[src/rtl/trace_collector.sv]
// Multi-channel trace merger: per-channel FIFOs, round-robin arbitration onto a
// single {source ID, word} output register, with per-channel drop statistics.
module trace_collector #(
  parameter int Fpay       = 32,
  parameter int NCH        = 5,
  parameter int FIFO_DEPTH = 4,
  parameter int IDw        = (NCH > 1) ? $clog2(NCH) : 1,
  parameter int CNTw       = 16
) (
  input  logic                clk,
  input  logic                reset,
  input  logic [NCH*Fpay-1:0] din,
  input  logic [NCH-1:0]      wr,
  input  logic [NCH-1:0]      ip_select,
  input  logic                freeze,
  input  logic                clear_stats,
  output logic [IDw+Fpay-1:0] dout,
  output logic                dout_valid,
  input  logic                dout_ready,
  output logic [NCH-1:0]      overflow,
  input  logic [IDw-1:0]      drop_sel,
  output logic [CNTw-1:0]     drop_cnt
);

  localparam int PW = $clog2(FIFO_DEPTH);

  function automatic logic [CNTw-1:0] sat_inc(input logic [CNTw-1:0] v);
    return (&v) ? v : v + 1'b1;
  endfunction

  logic [Fpay-1:0]     mem [NCH][FIFO_DEPTH];
  logic [PW-1:0]       wptr [NCH];
  logic [PW-1:0]       rptr [NCH];
  logic [PW:0]         occ [NCH];
  logic [CNTw-1:0]     drop [NCH];
  logic [NCH-1:0]      cap, push, pop, req;

  logic [IDw-1:0]      rr_p0;
  logic                vld_p1;
  logic [IDw+Fpay-1:0] data_p1;

  logic                load, gnt;
  logic [NCH-1:0]      rot;
  logic [IDw:0]        off, sum_raw, sum;
  logic [IDw-1:0]      gnt_id, nxt_rr;
  logic [Fpay-1:0]     head;

  // Capture qualification; fullness is the occupancy at the start of the cycle
  always_comb begin
    for (int i = 0; i < NCH; i++) begin
      cap[i]  = wr[i] & ip_select[i] & ~freeze;
      push[i] = cap[i] & (occ[i] != (PW+1)'(FIFO_DEPTH));
      req[i]  = (occ[i] != '0);
    end
  end

  // Round-robin: rotate requests so the search starts at rr_p0, take the lowest set bit
  always_comb begin
    load    = ~vld_p1 | dout_ready;
    gnt     = load & (|req);
    rot     = NCH'({req, req} >> rr_p0);
    off     = '0;
    for (int i = NCH - 1; i >= 0; i--) begin
      if (rot[i]) off = (IDw+1)'(i);
    end
    sum_raw = {1'b0, rr_p0} + off;
    sum     = (sum_raw >= (IDw+1)'(NCH)) ? sum_raw - (IDw+1)'(NCH) : sum_raw;
    gnt_id  = sum[IDw-1:0];
    nxt_rr  = (gnt_id == IDw'(NCH - 1)) ? '0 : gnt_id + 1'b1;
    pop     = '0;
    head    = '0;
    for (int i = 0; i < NCH; i++) begin
      if (gnt && gnt_id == IDw'(i)) begin
        pop[i] = 1'b1;
        head   = mem[i][rptr[i]];
      end
    end
  end

  always_ff @(posedge clk) begin
    for (int i = 0; i < NCH; i++) begin
      if (push[i]) mem[i][wptr[i]] <= din[i*Fpay +: Fpay];
    end
  end

  always_ff @(posedge clk or posedge reset) begin
    if (reset) begin
      for (int i = 0; i < NCH; i++) begin
        wptr[i] <= '0;
        rptr[i] <= '0;
        occ[i]  <= '0;
      end
    end else begin
      for (int i = 0; i < NCH; i++) begin
        if (push[i]) wptr[i] <= wptr[i] + 1'b1;
        if (pop[i])  rptr[i] <= rptr[i] + 1'b1;
        occ[i] <= occ[i] + (PW+1)'(push[i]) - (PW+1)'(pop[i]);
      end
    end
  end

  // Drop statistics; clear takes priority over a same-cycle drop
  always_ff @(posedge clk or posedge reset) begin
    if (reset) begin
      for (int i = 0; i < NCH; i++) drop[i] <= '0;
      overflow <= '0;
    end else if (clear_stats) begin
      for (int i = 0; i < NCH; i++) drop[i] <= '0;
      overflow <= '0;
    end else begin
      for (int i = 0; i < NCH; i++) begin
        if (cap[i] && !push[i]) begin
          drop[i]     <= sat_inc(drop[i]);
          overflow[i] <= 1'b1;
        end
      end
    end
  end

  // Output stage: single register, loaded on grant
  always_ff @(posedge clk or posedge reset) begin
    if (reset) begin
      rr_p0   <= '0;
      vld_p1  <= 1'b0;
      data_p1 <= '0;
    end else if (gnt) begin
      rr_p0   <= nxt_rr;
      vld_p1  <= 1'b1;
      data_p1 <= {gnt_id, head};
    end else if (dout_ready) begin
      vld_p1  <= 1'b0;
    end
  end

  assign dout       = data_p1;
  assign dout_valid = vld_p1;

  always_comb begin
    drop_cnt = '0;
    for (int i = 0; i < NCH; i++) begin
      if (drop_sel == IDw'(i)) drop_cnt = drop[i];
    end
  end

endmodule

[config.mk]
export PLATFORM = sky130hd
export DESIGN_NAME = trace_collector
export DESIGN_NICKNAME = d
export VERILOG_FILES = /design/src/rtl/trace_collector.sv
export SDC_FILE = /design/constraint.sdc
export NUM_CORES = 1
export LEC_CHECK = 0
export BUFFER_PORTS_ARGS = -buffer_cell sky130_fd_sc_hd__buf_2
export CORE_MARGIN = 10
export CORE_UTILIZATION = 50
export CTS_CLUSTER_DIAMETER = 60
export DETAILED_ROUTE_END_ITERATION = 10
export GPL_TIMING_DRIVEN = 1
export PLACE_DENSITY = 0.71
export SYNTH_ARGS = -nofsm -noshare
export SYNTH_HDL_FRONTEND = slang
export SYNTH_SLANG_ARGS = --single-unit
[constraint.sdc]
create_clock -name clk -period 5.53 [get_ports clk]
set_input_delay 0.8295 -clock clk [delete_from_list [all_inputs] [get_ports clk]]
set_output_delay 0.8295 -clock clk [all_outputs]
set_load 0.02 [all_outputs]
Word level (Yosys, flattened, before mapping) --
Memories as Yosys holds them, arrays and structs flattened. Index checks and enable logic that the tools add are counted.
Cells by class: shifts and indexed selects 1, reduce and logical (&&, ||, !) cells 44, equality and inequality tests 18, add/sub/neg operators 28, muxes and demuxes 76, bitwise gates (word level) 29, magnitude comparators 16
Operators with widths (count):
- 128-bit two-way mux | 5
- 32-bit two-way mux | 20
- 32-bit binary-select mux with 2-bit select | 5
- 32-bit demux with 2-bit select | 5
- 16-bit two-way mux | 15
- 16-bit by 1-bit adder with 16-bit output, second input constant | 5
- 80-bit two-way mux | 1
- 16-bit AND reduction | 5
- 3-bit greater-or-equal comparator, second input constant | 10
- 2-bit NOT with 3-bit output | 10
- 2-bit by 1-bit adder with 2-bit output, second input constant | 10
- 1-bit two-way mux | 17
- 1-bit AND | 16
- 4-bit two-way mux | 4
- 3-bit by 1-bit adder with 3-bit output | 5
- 1-bit logical AND | 15
- 3-bit by 1-bit less-than comparator with 1-bit output, second input constant | 5
- 3-bit inequality test, second input constant | 5
- 3-bit nonzero test | 5
- 3-bit by 1-bit subtractor with 3-bit output | 5
- 3-bit by 2-bit == test with 1-bit output, second input constant | 4
- 2-bit nonzero test | 6
- 2-bit inequality test, second input constant | 5
- 2-bit AND reduction | 5
- other kinds (14) | 24
Word-level totals: memories 1, word-level logic and storage cells 241, bits in writable memories 640, output and inout bits 57, bits in registers 159
Memories:
- mem | depth 5, bits a word 128, rd ports 5, clocked after memory_dff 0, write ports 5, line 31 | logic [Fpay-1:0] mem [NCH][FIFO_DEPTH];

Longest topological paths before layout --
Gate-level depths: netlist of run 1.
word-level depth 17, gate-level depth with buffers 24, mapped depth without buffers 22

Worst setup path before layout of run 1 --
No wires, ideal clock.
kind register -> register, start reg rr_p0[1], end reg occ[5] (netlist name), path slack -0.169 ns, arrival 5.576 ns, required time 5.407 ns, cell stages (with the launch flop) 25, period minus slack after synthesis 5.699 ns, path buffers 5, library setup time 0.123 ns, cells stage by stage dfrtp_1 clkbuf_1 mux2_2 mux2i_1 inv_1 a21oi_1 o32ai_1 ha_1 fa_1 inv_1 ha_1 nand2b_1 a221oi_4 xnor2_1 buf_4 buf_6 ha_1 ha_1 clkbuf_1 buf_1 nand2_1 xnor2_1 ha_1 fa_1 xnor2_1
Between the ends: cells in the longest elaborated chain, start to end 13, elaborated cells on any way between the ends 14
RTL lines:
- from (decl) | line 38 | logic [IDw-1:0] rr_p0;
- from (signal assigned) | line 127 | rr_p0 <= nxt_rr;
- 10-bit by 3-bit >> shifter with 5-bit output | line 61 | rot = NCH'({req, req} >> rr_p0);
- 3-bit two-way mux | line 64 | if (rot[i]) off = (IDw+1)'(i);
- 4-bit two-way mux (4 in series) | line 64
- 3-bit by 4-bit adder with 4-bit output (*) | line 66 | sum_raw = {1'b0, rr_p0} + off;
- 4-bit by 3-bit greater-or-equal comparator with 1-bit output or 3-bit subtractor (tied branches) | line 67 | sum = (sum_raw >= (IDw+1)'(NCH)) ? sum_raw - (IDw+1)'(NCH) : sum_raw;
- 3-bit two-way mux (*) | line 67
- 3-bit by 2-bit == test with 1-bit output (*) | line 73 | if (gnt && gnt_id == IDw'(i)) begin
- 1-bit logical AND (*) | line 73
- 1-bit two-way mux (*) | line 73
- 3-bit by 1-bit subtractor with 3-bit output (*) | line 97 | occ[i] <= occ[i] + (PW+1)'(push[i]) - (PW+1)'(pop[i]);
- to (signal, indexed assignment) | line 97
- to (decl) | line 34 | logic [PW:0] occ [NCH];
Every way passes the cells marked *; elsewhere a longest branch is shown, timed or not. A chain may end at the register's enable or synchronous reset.

Worst setup path in the final report of run 1 --
start reg occ[3] (netlist name), end reg occ[5] (netlist name)
Between the ends: cells in the longest elaborated chain, start to end 14, elaborated cells on any way between the ends 20
RTL lines:
- 3-bit nonzero test | line 53 | req[i] = (occ[i] != '0);
- 10-bit by 3-bit >> shifter with 5-bit output | line 61
- 3-bit two-way mux | line 64
- 4-bit two-way mux (4 in series) | line 64
- 3-bit by 4-bit adder with 4-bit output | line 66
- 4-bit by 3-bit greater-or-equal comparator with 1-bit output or 3-bit subtractor (tied branches) | line 67
- 3-bit two-way mux | line 67
- 3-bit by 2-bit == test with 1-bit output | line 73
- 1-bit logical AND | line 73
- 1-bit two-way mux | line 73
- 3-bit by 1-bit subtractor with 3-bit output (*) | line 97
Marks and branches as above.

==> out/results.md, run 1 <==
| Item | This run |
| --- | --- |
| Status | finished, final reports clean |
| Worst Clk Skew | 0.0532 ns |
| Cell types occupying the most area after synthesis | sky130_fd_sc_hd__edfxtp_1 58%, sky130_fd_sc_hd__dfrtp_1 12%, sky130_fd_sc_hd__mux4_2 11% |
| Required @ worst endpoint | 6.02 ns |
| Die height | 278 um |
| Global-route wire length before repair | 121000 um |
| WL per Instance | 25.3 um |
| Number of routed nets with antenna violations | 0 |
| Horizontal die dimension | 278 um |
| Register bit total from synthesis | 799 |
| Pre-CTS setup slack | -0.112 ns |
| Worst Tran Pin Value | 1.01 ns |
| Maximum number of pins on one net before global-route repair | 86 |
| Total Power | 0.0204 W |
| Initial detailed-routing violation count | 1692 |
| Number of buffers added by the clock tree synthesis step | 85 |
| Worst r2r src | occ[3]$_DFF_PP0_ |
| Post-synth net total | 2179 |
| Register-to-Register Setup Slack | 0.20 ns |
| Gr usage total | 20.4% |
| Number of distinct library cell variants in the gate-level netlist after synthesis | 57 |
| Number of vias per cell | 5.89 |
| Synth warn | 0 |
| Top fanout value on the critical path | 6 |
| Number of antenna violations at the first check in global routing | 28 |
| Worst hold-check path type | in2async |
| Internal power summed over all cells | 0.0136 W |
| Crit Path Class | reg2reg |
| R2R cell count | 20 |
| Post-route DRC violation count | 0 |
| Switching Fraction | 33.5% |
| Fin crit period | 5.33 ns |
| Share of the clock period used by the worst path after layout | 96.4% |
| Pre-Repair DR Iteration Count | 5 |
| Worst setup margin | 0.199 ns |
| Gate power share | 34.9% |
| Worst setup SP type | register |
| Buffer levels on the longest clock path | 3 |
| Fill cell instance count of the final layout | 4876 |
| Count of endpoints failing setup in the final report | 0 |
| Aggregate routed wire length | 79800 um |
| Sum of net half-perimeters after detailed placement | 53100 um |
| Share of total power in the clock network | 28.1% |
| Hold bufs inserted after CTS | 0 |
| Number of global-route vias before repair | 19004 |
| Initial Util | 50.6% |
| Clk_lat worst skew | 0.64 ns |
| Clk slew on worst S/H paths | 0.06 ns |
| GRT Residual Overflow | 0 |
| Post-synth top area cell | sky130_fd_sc_hd__edfxtp_1 |
| Count of flip-flops with a built-in enable after synthesis | 640 |
| Proportion of netlist area held by the largest area contributor | 57.7% |
| Synth-to-Final Area Change | 15.4% |
| Crit end category | register |
| Worst r2r dst | occ[5]$_DFF_PP0_ |
| Final number of hold-violating endpoints | 0 |
| Number of buffers inserted by port buffering | 234 |
| Synthesized area | 33300 sq um |
| Proportion of power drawn by flip-flops and latches | 37.1% |
| Placement row count | 94 |
| Max-cap violations | 0 |
| Leakage Power | 13.6 nW |
| CTS Sinks | 799 |
| Placeable core region | 65900 sq um |
| Global placer's final weighted congestion | 0.904 |
| Maximum clock rate | 188 MHz |
| Signal arrival time at the worst endpoint | 5.82 ns |
| Maximum vdd drop | 0.518 mV |
| Area of the die | 77400 sq um |
| Normalized max-slew margin | 32.7% |
| Fraction of layout instances using a drive strength above 1 | 28.6% |
| Pwr/cell area | 531 nW/um^2 |
| Most used DFF post-synth | sky130_fd_sc_hd__edfxtp_1 |
| Most used standard cells in the synthesized netlist | 640 x sky130_fd_sc_hd__edfxtp_1, 168 x sky130_fd_sc_hd__mux4_2, 159 x sky130_fd_sc_hd__dfrtp_1 |
| Mapped Avg Cell Area | 17.1 sq um |
| Total vias in the final route | 18551 |
| Synth async-reset ratio | 19.9% |
| Final Max Tran Viols | 0 |
| Unrepaired setup endpoints after global routing | true |
| H-tree depth | 3 |
| Cell at the root of the clock tree | sky130_fd_sc_hd__clkbuf_16 |
| Most numerous cell in the Yosys netlist | sky130_fd_sc_hd__edfxtp_1 |
| Clock tree from TritonCTS | done |
| Net switching power figure | 0.00683 W |
| Number of instances in the synthesized netlist | 1954 |
| Part of the Yosys area used for sequential elements | 69.6% |
| IO Count | 235 |
| Layout Nets | 2440 |
-- cells by family after synthesis --
| family | synth area share [%] |
|---|---|
| flip-flops | 69.6 |
| AND/OR/NAND/NOR | 6.53 |
| multiplexers | 13.3 |
| AO/OA/AOI/OAI | 4.27 |
| buffers and inverters | 1.99 |
| XOR/XNOR | 2.35 |
| adder cells (fa/ha/maj) | 1.90 |
-- worst max-delay path by stage --
stage                                     from                   end  slack [ns]  cells past startpoint
after floorplan           rr_p0[1]$_DFFE_PP0P_      occ[5]$_DFF_PP0_        0.02                     24
after global placement        occ[3]$_DFF_PP0_  dout[19]$_DFFE_PP0P_        0.16                     17
after detailed placement      occ[3]$_DFF_PP0_  dout[19]$_DFFE_PP0P_       -0.11                     17
after CTS                     occ[3]$_DFF_PP0_  dout[19]$_DFFE_PP0P_        0.02                     19
after global routing          occ[3]$_DFF_PP0_     occ[14]$_DFF_PP0_       -0.05                     22
final                         occ[3]$_DFF_PP0_      occ[5]$_DFF_PP0_        0.20                     20
-- stage by stage --
step	utilization (%)	hold WS (ns)	setup TNS, ns	std cells	area (sq um)
2_1_floorplan	-	0.475	0	1954	33300
3_3_place_gp	53.9	0.464	0	2988	35500
3_5_place_dp	53.9	0.476	-0.112	2988	35500
4_1_cts	58.3	0.358	0	3142	38400
5_1_grt	58.4	0.369	-0.0914	3148	38500
6_report	58.4	0.339	0	3151	38500
-- power by group through the flow --
stage / Combinational, W / Clock [W] / Sequential (W)
2_1_floorplan: 0.00489 / 0 / 0.00754
3_3_place_gp: 0.00690 / 0 / 0.00765
3_5_place_dp: 0.00703 / 0 / 0.00767
4_1_cts: 0.00707 / 0.00583 / 0.00756
5_1_grt: 0.00759 / 0.00608 / 0.00763
6_report: 0.00712 / 0.00573 / 0.00756
-- sequential cells by signal (all words and copies together) (netlist names) --
name and cells:
dout_valid 1, dout 35, drop 80, rr_p0 3, overflow 5, rptr 10
occ 15, mem 640, wptr 10
-- worst max-delay path, cell delays in order (launching register included) --
cell                       delay, ns
sky130_fd_sc_hd__dfrtp_1        0.41
sky130_fd_sc_hd__or3_4          0.43
sky130_fd_sc_hd__nor2_1         0.13
sky130_fd_sc_hd__a21oi_1        0.06
sky130_fd_sc_hd__mux4_2         0.52
sky130_fd_sc_hd__a21oi_1        0.15
sky130_fd_sc_hd__o32ai_1        0.11
sky130_fd_sc_hd__ha_2           0.22
sky130_fd_sc_hd__fa_2           0.56
sky130_fd_sc_hd__inv_1          0.10
sky130_fd_sc_hd__ha_1           0.18
sky130_fd_sc_hd__nand2b_1       0.16
sky130_fd_sc_hd__a221oi_4       0.38
sky130_fd_sc_hd__buf_4          0.21
sky130_fd_sc_hd__xnor2_4        0.15
sky130_fd_sc_hd__ha_2           0.25
sky130_fd_sc_hd__ha_2           0.20
sky130_fd_sc_hd__inv_1          0.05
sky130_fd_sc_hd__or3_1          0.39
sky130_fd_sc_hd__fa_1           0.41
sky130_fd_sc_hd__xnor2_1        0.14
-- area by class of cell --
class | count | area, sq um | share of cell area [%]
flip-flops and latches | 799 | 23200 | 60.3
multi-input cells | 990 | 9530 | 24.8
clock buffers | 111 | 2340 | 6.07
repair buffers | 285 | 1570 | 4.07
well taps | 864 | 1080 | 2.81
clock inverters | 43 | 519 | 1.35
inverters | 54 | 208 | 0.540
diodes | 5 | 12.5 | 0.0325
-- routing by layer --
layer | vias to the layer above | track usage (%) | part of all wire [%]
met2 | 619 | 36.5 | 54
met3 | 157 | 4.82 | 6.5
met1 | 9547 | 24.2 | 37
li1 | 8202 | - | -
met5 | - | 0 | 0.22
met4 | 26 | 5.72 | 2.8
-- what timing repair did --
action                                  4_1_cts  5_1_grt
resized for setup                             1       12
endpoints found under the setup margin        1       41
pin swaps                                     0        2
setup buffers                                 0        4
-- layout by cell type (no fill, tap or decap), types with 24 or more instances in the layout --
cell / Yosys / routed
sky130_fd_sc_hd__edfxtp_1: 640 / 640
sky130_fd_sc_hd__buf_2: 14 / 234
sky130_fd_sc_hd__mux4_2: 168 / 168
sky130_fd_sc_hd__dfrtp_1: 159 / 153
sky130_fd_sc_hd__nand2_1: 111 / 111
sky130_fd_sc_hd__nor2_1: 99 / 99
sky130_fd_sc_hd__clkbuf_16: 0 / 86
sky130_fd_sc_hd__o21ai_0: 67 / 67
sky130_fd_sc_hd__inv_1: 54 / 53
sky130_fd_sc_hd__buf_4: 1 / 49
sky130_fd_sc_hd__xor2_1: 48 / 48
sky130_fd_sc_hd__a21oi_1: 42 / 41
sky130_fd_sc_hd__ha_1: 41 / 37
sky130_fd_sc_hd__xnor2_1: 37 / 36
sky130_fd_sc_hd__nor4b_1: 32 / 32
sky130_fd_sc_hd__o221ai_1: 32 / 32
sky130_fd_sc_hd__nand4_1: 31 / 31
sky130_fd_sc_hd__nand3_1: 31 / 31
sky130_fd_sc_hd__and2_1: 24 / 24
sky130_fd_sc_hd__a211oi_1: 25 / 24
(Power assumes the default switching activity.)
==> run 2: changes to the inputs <==
- PLACE_DENSITY: 0.71 -> 0.69
- SKIP_CTS_REPAIR_TIMING: not set -> 1
==> run 2 against run 1 <==
  * Die area unchanged
  * Worst hold slack got worse by 0.031 ns
  * First-iteration DRC count fell by 5.2%
  * Routed wire length grew 2.9%
  * Highest routed layer unchanged
==> out/results.md, run 2 (synthesis results as in run 1) <==
| Item | This run |
| --- | --- |
| Finished Cell Area | 38500 sq um |
| Worst hold-check path type | in2async |
| Most frequent cell on the critical path | sky130_fd_sc_hd__ha_1 |
| Horizontal die dimension | 278 um |
| Crit end category | register |
| Fraction of layout instances using a drive strength above 1 | 29.4% |
| Worst Clk Skew | 0.0409 ns |
| WL per Instance | 25.9 um |
| Clk_lat worst skew | 0.65 ns |
| IO Count | 235 |
| Cells along the critical path | or3_4 -> nand2_1 -> o21ai_0 -> mux4_2 -> a21oi_2 -> o32ai_1 -> ha_2 -> fa_1 -> inv_2 -> ha_1 -> nand2b_4 -> a221oi_4 -> buf_4 -> mux2_2 -> nor2b_2 -> ha_1 -> inv_1 -> ha_1 -> inv_1 -> fa_1 -> xnor2_1 -> xnor2_1 |
| Signal arrival time at the worst endpoint | 5.93 ns |
| Pwr/cell area | 535 nW/um^2 |
| Share of the clock period used by the worst path after layout | 97.2% |
| Initial detailed-routing violation count | 1604 |
| Maximum clock rate | 186 MHz |
| H-tree depth | 3 |
| Final number of hold-violating endpoints | 0 |
| Buffer levels on the longest clock path | 3 |
| Required @ worst endpoint | 6.08 ns |
| Max-cap violations | 0 |
| Worst Tran Pin Value | 1.08 ns |
| Gr usage total | 21.0% |
| Fin crit period | 5.38 ns |
| Maximum number of pins on one net before global-route repair | 86 |
| Count of endpoints failing setup in the final report | 0 |
| Normalized max-slew margin | 27.6% |
| Status | finished, final reports clean |
| Dominant delay contributor by cell family on the critical path | adder cells |
| Leakage Power | 13.6 nW |
| Placement row count | 94 |
| Critical path's slowest cell | sky130_fd_sc_hd__fa_1 |
| Synth-to-Final Area Change | 15.6% |
| Worst setup SP type | register |
| Number of buffers inserted by port buffering | 234 |
| Cell at the root of the clock tree | sky130_fd_sc_hd__clkbuf_16 |
| Most common cell after layout, fill and taps aside | sky130_fd_sc_hd__edfxtp_1 |
| Placed cell count | 2999 |
| Area of the multi-input gates | 9570 sq um |
| Post-placement cell area | 35600 sq um |
| Count of placed standard cells in the final layout, fillers left out | 3166 |
| Crit Path Class | reg2reg |
| Top fanout value on the critical path | 5 |
| Final Max Tran Viols | 0 |
| Layout Nets | 2453 |
| CTS Sinks | 799 |
| Sum of net half-perimeters after detailed placement | 53700 um |
| Global placer's final weighted congestion | 0.890 |
| Number of antenna violations at the first check in global routing | 32 |
| Aggregate routed wire length | 82100 um |
| Maximum vdd drop | 0.454 mV |
| Number of global-route vias before repair | 19380 |
| Global-route wire length before repair | 123000 um |
| Number of buffers added by the clock tree synthesis step | 85 |
| Pre-CTS setup slack | 0.0960 ns |
| Placeable core region | 65900 sq um |
| Number of vias per cell | 5.91 |
| Die height | 278 um |
| Clk slew on worst S/H paths | 0.06 ns |
| Initial Util | 50.6% |
| Number of routed nets with antenna violations | 0 |
| Flip-flop count of the largest register, all copies and words added | 640 |
| Post-route DRC violation count | 0 |
| Fin Setup TNS | 0 ns |
| GRT Residual Overflow | 0 |
| Delay of the slowest cell on the worst path | 0.59 ns |
| Area of the die | 77400 sq um |
| Total vias in the final route | 18708 |
| Fill cell instance count of the final layout | 4962 |
| Pre-Repair DR Iteration Count | 7 |
| Most frequent cells in the layout | 640 x sky130_fd_sc_hd__edfxtp_1, 234 x sky130_fd_sc_hd__buf_2, 168 x sky130_fd_sc_hd__mux4_2 |
| Clock tree from TritonCTS | done |
| Buffers plus inverters on the worst setup path | 4 |
| Worst setup margin | 0.153 ns |
| Combined flip-flop and latch cell area | 23200 sq um |
==> run 2: where the power goes <==
group          internal [W]  switching [W]  total, W
combinational       0.00334        0.00417   0.00751
clock               0.00325        0.00232   0.00557
sequential          0.00709       0.000442   0.00753
total                0.0137        0.00693    0.0206
==> run 2: layout make-up <==
class,count,share of cell area [%]
Sequential cell,799,60.2
Antenna cell,9,0.0585
Timing Repair Buffer,298,4.33
Clock inverter,42,1.15
Tap cell,864,2.81
Inverter,54,0.539
Clock buffer,110,6.00
Multi-Input combinational cell,990,24.9
==> run 2: worst register-to-register path: stages, from the launching register on <==
cell and delay, ns:
sky130_fd_sc_hd__dfrtp_1 0.41, sky130_fd_sc_hd__or3_4 0.43, sky130_fd_sc_hd__nand2_1 0.08, sky130_fd_sc_hd__o21ai_0 0.08
sky130_fd_sc_hd__mux4_2 0.54, sky130_fd_sc_hd__a21oi_2 0.16, sky130_fd_sc_hd__o32ai_1 0.10, sky130_fd_sc_hd__ha_2 0.22
sky130_fd_sc_hd__fa_1 0.59, sky130_fd_sc_hd__inv_2 0.08, sky130_fd_sc_hd__ha_1 0.19, sky130_fd_sc_hd__nand2b_4 0.15
sky130_fd_sc_hd__a221oi_4 0.32, sky130_fd_sc_hd__buf_4 0.18, sky130_fd_sc_hd__mux2_2 0.33, sky130_fd_sc_hd__nor2b_2 0.18
sky130_fd_sc_hd__ha_1 0.34, sky130_fd_sc_hd__inv_1 0.06, sky130_fd_sc_hd__ha_1 0.13, sky130_fd_sc_hd__inv_1 0.05
sky130_fd_sc_hd__fa_1 0.37, sky130_fd_sc_hd__xnor2_1 0.19, sky130_fd_sc_hd__xnor2_1 0.14
==> run 2: layer usage <==
| layer | vias up | GRT usage, % | wire length (um) |
|---|---|---|---|
| li1 | 8219 | - | - |
| met5 | - | 0 | 153 |
| met1 | 9624 | 24.7 | 29700 |
| met4 | 28 | 8.66 | 3110 |
| met2 | 667 | 36.6 | 43500 |
| met3 | 170 | 5.16 | 5700 |
==> run 2: path summary, 6_finish.rpt <==
path                       depth (start not counted)                 start                    end  slack, ns
max                                               22      occ[5]$_DFF_PP0_       occ[2]$_DFF_PP0_       0.15
min                                                2                 reset    dout[3]$_DFFE_PP0P_       0.31
max reg2reg                                       22      occ[5]$_DFF_PP0_       occ[2]$_DFF_PP0_       0.15
min reg2reg                                        2  dout[34]$_DFFE_PP0P_   dout[34]$_DFFE_PP0P_       0.49
max in group asynchronous                          3                 reset   drop[70]$_DFFE_PP0P_       4.08
min in group clk                                   1              din[119]  mem[0][407]$_DFFE_PP_       0.39
==> run 2: per-stage QoR <==
stage / util (%) / hold slack (ns) / total power, W
2_1_floorplan: - / 0.475 / 0.0124
3_3_place_gp: 54.1 / 0.465 / 0.0148
3_5_place_dp: 54.1 / 0.477 / 0.0150
4_1_cts: 58.2 / 0.323 / 0.0206
5_1_grt: 58.5 / 0.344 / 0.0215
6_report: 58.5 / 0.307 / 0.0206
